**src/rtl/clock_div.sv**
```systemverilog
// rtl/clock_div.sv - fixed-ratio divider producing a 50% duty square wave of period 2*DIVIDER clk cycles
// Optional build macro CLOCK_DIV_PARAM_CHECK_EN adds parameter and runtime sanity checks.
module clock_div #(
    parameter int DIV_WIDTH = 24,
    parameter int DIVIDER   = 6000000
) (
    input  logic clk,
    input  logic rst,
    output logic out
);

    localparam logic [DIV_WIDTH-1:0] TERMINAL = DIV_WIDTH'(DIVIDER - 1);

    // Declaration initialisers make simulation match the post-reset state before the first reset.
    logic [DIV_WIDTH-1:0] count = '0;
    logic                 out_q = 1'b0;

    always_ff @(posedge clk) begin
        if (rst) begin
            count <= '0;
            out_q <= 1'b0;
        end else if (count == TERMINAL) begin
            count <= '0;
            out_q <= ~out_q;
        end else begin
            count <= count + 1'b1;
        end
    end

    assign out = out_q;

`ifdef CLOCK_DIV_PARAM_CHECK_EN
    if (DIVIDER < 1 || (longint'(DIVIDER) - 1) >= (longint'(1) << DIV_WIDTH)) begin : g_bad_divider
        $error("clock_div: DIVIDER=%0d illegal for DIV_WIDTH=%0d", DIVIDER, DIV_WIDTH);
    end

    a_count_range: assert property (@(posedge clk) count <= TERMINAL);

    // A toggle seen now must come from a terminal count on the edge that produced it.
    a_toggle_cause: assert property (@(posedge clk)
        (!$past(rst) && (out_q != $past(out_q))) |-> ($past(count) == TERMINAL));
`else
`endif

endmodule

```
**config.mk**
```make
export PLATFORM = sky130hd
export DESIGN_NAME = clock_div
export DESIGN_NICKNAME = d
export VERILOG_FILES = /design/src/rtl/clock_div.sv
export SDC_FILE = /design/constraint.sdc
export NUM_CORES = 1
export LEC_CHECK = 0
export ABC_AREA = 1
export BUFFER_PORTS_ARGS = -buffer_cell sky130_fd_sc_hd__buf_2
export CAP_MARGIN = 20
export CORE_MARGIN = 1.5
export CORE_UTILIZATION = 60
export CTS_BUF_LIST = sky130_fd_sc_hd__clkbuf_16
export DETAILED_ROUTE_END_ITERATION = 6
export GPL_ROUTABILITY_DRIVEN = 0
export PLACE_DENSITY = 0.84
export SETUP_SLACK_MARGIN = 0.05
export SYNTH_ARGS = -nofsm -noshare
export SYNTH_HDL_FRONTEND = slang
export SYNTH_SLANG_ARGS = --single-unit
```
**constraint.sdc**
```tcl
create_clock -name clk -period 1.7 [get_ports clk]
set_input_delay 0.34 -clock clk [delete_from_list [all_inputs] [get_ports clk]]
set_output_delay 0.34 -clock clk [all_outputs]
set_load 0.02 [all_outputs]
```
# After elaboration in Yosys (flattened, before gate mapping)
# Index checks and enable logic that the tools add are counted.
word_totals:
  reg_bits: 25
  inputBits: 2
  out_inout_bits: 1
  wordCells: 6
op_classes:
  add_sub_neg: 1
  n_eq_ne: 1
  bitwise_logic: 1
  n_reduce_logical: 1
ops:
  columns: ["op", "n"]
  rows:
  - ["24-bit by 1-bit adder with 24-bit output, second input constant", 1]
  - ["24-bit by 23-bit == test with 1-bit output, second input constant", 1]
  - ["2-bit OR reduction", 1]
  - ["1-bit NOT", 1]

# Logic depth before layout (Yosys ltp)
logic_depth:
  word_depth: 2
  mapped_depth: 9
  mapped_depth_nobuf: 8

# Worst setup path before layout
# OpenSTA, ideal clock, no wires.
synth_timing:
  path_type: "register to register"
  from: "reg count[0]"
  to: "reg count[12]"
  setup_time_ps: 115
  arrival_ps: 1277
  required_ps: 1585
  path_slack_ps: 308
  path_stages_with_launch: 10
  n_path_buf: 1
  period_less_slack_ps: 1392
  cell_sequence: "dfxtp_1 -> ha_1 -> nand2_1 -> nor2_2 -> nand2_2 -> nor2_4 -> nand2_4 -> nand2_4 -> buf_12 -> nor2_2"
synth_between:
  elab_chain_cells: 2
  elab_cells_between_ends: 3
  classes_between: "add/sub: 1; eq/ne: 1; reduce/logical: 1"
synth_lines:
  columns: ["element", "line_no", "text"]
  rows:
  - ["start, declared", "15", "logic [DIV_WIDTH-1:0] count = '0;"]
  - ["start signal, assigned", "26", "count <= count + 1'b1;"]
  - ["branches (longest 2 deep; another with 24-bit by 1-bit adder with 24-bit output)", null, null]
# Several ways; the timed one is not identified.
# A chain may end at the register's enable or synchronous reset.

# Final worst setup path
layout_timing:
  from: "reg count[0]"
  to: "reg count[13]"
# The elaborated chain is that of the path after synthesis.

==> out/qor.csv <==
stage;metric;value;unit
yosys;top-area cell type share of the netlist area;0.369;
global_routing;antenna violations before repair;0;
yosys;Synth area leader;dfxtp_1;
global_routing;vias in the first global route;1154;
detailed_routing;first drt pass iteration count;5;
sta;actual slew at the worst max-slew pin;0.331;ns
clock_network;clk slew on worst S/H paths;0.06;ns
global_routing;met3 usage;0.0268;
placed_design;DP HPWL;1920;um
critical_path;Setup CP Type;reg2reg;
clock_network;clock tree sinks;25;
die;I/O Pins;3;
detailed_routing;drt total wl;2580;um
die;Die W;50.6;um
sta;Setup WS post-layout;0.182;ns
yosys;Synth cell types;22;
finish;diode count;0;
sta;final-report setup violation count;0;
pwr;Static Leak;0.501;nW
clock_network;Skew-Pair Late Insertion Delay;0.26;ns
pwr;switching pwr;226;uW
placed_design;port buffer count;2;
critical_path;crit end category;flop;
yosys;Syn Std Cell Area;0.00136;mm2
pwr;switching portion of total power;0.198;
finish;commonest non-fill, non-tap cell in the layout;nand2_1;
detailed_routing;Vias/cell;5.27;
detailed_routing;WL/cell;11.6;um
clock_network;H-tree depth;1;
finish;Filler cells;183;
yosys;Syn Area/Cell;7.11;um2
pwr;VDD IR max;0.000587;V
yosys;Synthesis Warnings;0;
placed_design;post-place instance area;0.00137;mm2
sta;final hold violation count;0;
sta;fmax;0.659;GHz
global_routing;met2 track demand over resource;0.439;
sta;Slew Viols, Final;0;
finish;area growth from synthesis to layout;7.19;%
yosys;syn nets;194;
global_routing;GRT overflow;0;
global_routing;first-pass GRT wire length;4640;um
pwr;Gate power share;0.030;
global_routing;largest net degree at the start of global routing;22;
critical_path;first element of the critical path;count[0]$_SDFF_PP0_;
yosys;synthesized flop and latch total;25;
pwr;internal power;918;uW
detailed_routing;Remaining DRCs;0;
pwr;power per cell area;786;mW/mm2
worst_hold_path;min-delay src;rst;
critical_path;Worst Path Max Fanout;21;
die;initial core utilization;0.626;
die;Die Ht;50.6;um
yosys;ranking of synthesized cells by area;dfxtp_1 37%, nand2_1 12%, nor2_1 9.7%;
die;row count;17;
sta;Final min period;1.52;ns
clock_network;CTS buffer count;3;
sta;Worst slew margin;0.778;
pwr;sequential power share;0.522;
global_routing;met1 Usage GRT;0.281;
finish;fin nets;199;
clock_network;clock tree buffer depth;2;
finish;post-route cell area;0.00146;mm2
clock_network;clock tree from TritonCTS;done;
pwr;Clock power frac;0.448;
finish;most frequent cells in the layout;45 x nand2_1, 35 x nor2_1, 25 x dfxtp_1, 18 x inv_1, 17 x nor2_2;
die;die area;0.00256;mm2
run;MaxCap Viol Count;0;
critical_path;crit path DAT;1.65;ns
critical_path;critical path data required time;1.83;ns
detailed_routing;Iter 0 DRT Violations;25;
die;Core Region;0.00217;mm2
detailed_routing;remaining antenna violation count;0;
sta;clk_skew;0.00450;ns
global_routing;GRT Total Usage;0.239;
sta;Setup Total Neg Slack;0;ns
global_routing;most used routing layer;met2;
clock_network;Root Driver;clkbuf_16;
sta;period utilization;0.893;
yosys;Syn Inst Count;191;
detailed_routing;vias;1176;
critical_path;crit start category;flop;
critical_path;worst r2r src;count[0]$_SDFF_PP0_;
sta;RSZ-0062 raised after global routing;false;
yosys;register area share after synthesis;0.369;
finish;share of cells above drive strength 1;0.149;
clock_network;post-CTS setup buffers;0;
outcome;status;finished, final reports clean;
placed_design;DP Worst Slack;0.0973;ns
worst_hold_path;Tightest Hold Check Type;in2reg;
-- path summary, 6_finish.rpt --
| path | to | slack, ns | depth (start not counted) |
|---|---|---|---|
| hold / removal | out$_SDFFE_PP0N_ | 0.44 | 4 |
| hold reg to reg | count[0]$_SDFF_PP0_ | 0.47 | 1 |
| setup / recovery | count[13]$_SDFF_PP0_ | 0.18 | 8 |
| setup reg to reg | count[13]$_SDFF_PP0_ | 0.18 | 8 |
-- metrics by stage --
stage | hold slack [ns] | power [mW] | cells | utilization
2_1_floorplan | 0.427 | 0.645 | 191 | -
3_3_place_gp | 0.438 | 0.641 | 219 | 0.630
3_5_place_dp | 0.461 | 0.643 | 219 | 0.630
4_1_cts | 0.402 | 1.15 | 223 | 0.667
5_1_grt | 0.483 | 1.18 | 223 | 0.671
6_report | 0.440 | 1.14 | 223 | 0.671
-- power groups by stage --
stage               Sequential [mW]  Clock [mW]  Combinational (mW)
floorplan                     0.609           0              0.0359
global placement              0.609           0              0.0318
detailed placement            0.610           0              0.0328
CTS                           0.597       0.518              0.0330
global route                  0.597       0.547              0.0385
finish                        0.597       0.513              0.0343
-- timing repair --
| action | 4_1_cts | 5_1_grt |
|---|---|---|
| endpoints found under the setup margin | 0 | 17 |
| hold buffers | 0 | 0 |
| hold endpoints to repair | 0 | 0 |
| gates resized for setup | 0 | 1 |
-- flip-flops by register name (all words and copies together), names as in the netlist --
register / cells
count: 24
out: 1
-- cells by family after synthesis --
kind of cell,Yosys count,synth area share
flops,25,0.369
buf+inv,19,0.0728
xor+xnor,13,0.0839
compound gates,10,0.0415
simple gates,123,0.424
fa+ha+maj,1,0.00922
-- layer usage --
layer / wire length [um] / vias to the layer above / part of all wire
li1: - / 599 / -
met3: 109 / 9 / 0.042
met1: 1100 / 534 / 0.43
met4: 66 / 0 / 0.026
met2: 1300 / 34 / 0.50
met5: 0 / - / 0
-- synthesized netlist by cell type (all sizes together) --
cell type  count
nand3b         3
xnor2          7
inv           17
buf            2
nand2         49
o21ai          2
nand4          1
and2           2
o21bai         1
nor2          54
nand3         14
ha             1
a21oi          7
dfxtp         25
xor2           6
-- final cells by class --
class	instances	area, um2	share of cell area
Sequential cell	25	500	0.344
Tap cell	28	35.0	0.0241
Clock buffer	3	75.1	0.0516
Timing Repair Buffer	2	10.0	0.00688
Clock inverter	1	3.75	0.00258
Inverter	17	63.8	0.0439
Multi-Input combinational cell	147	767	0.527
-- worst max-delay path, stage by stage, from the launching register on --
cell and delay [ns]:
dfxtp_1 0.37, ha_1 0.22, nand2_1 0.08, nor2_2 0.14, nand2_2 0.09, nor2_4 0.15, nand2_4 0.09, nand2_8 0.18
a21oi_1 0.07
Note: power is estimated with default switching activity, not from simulation.
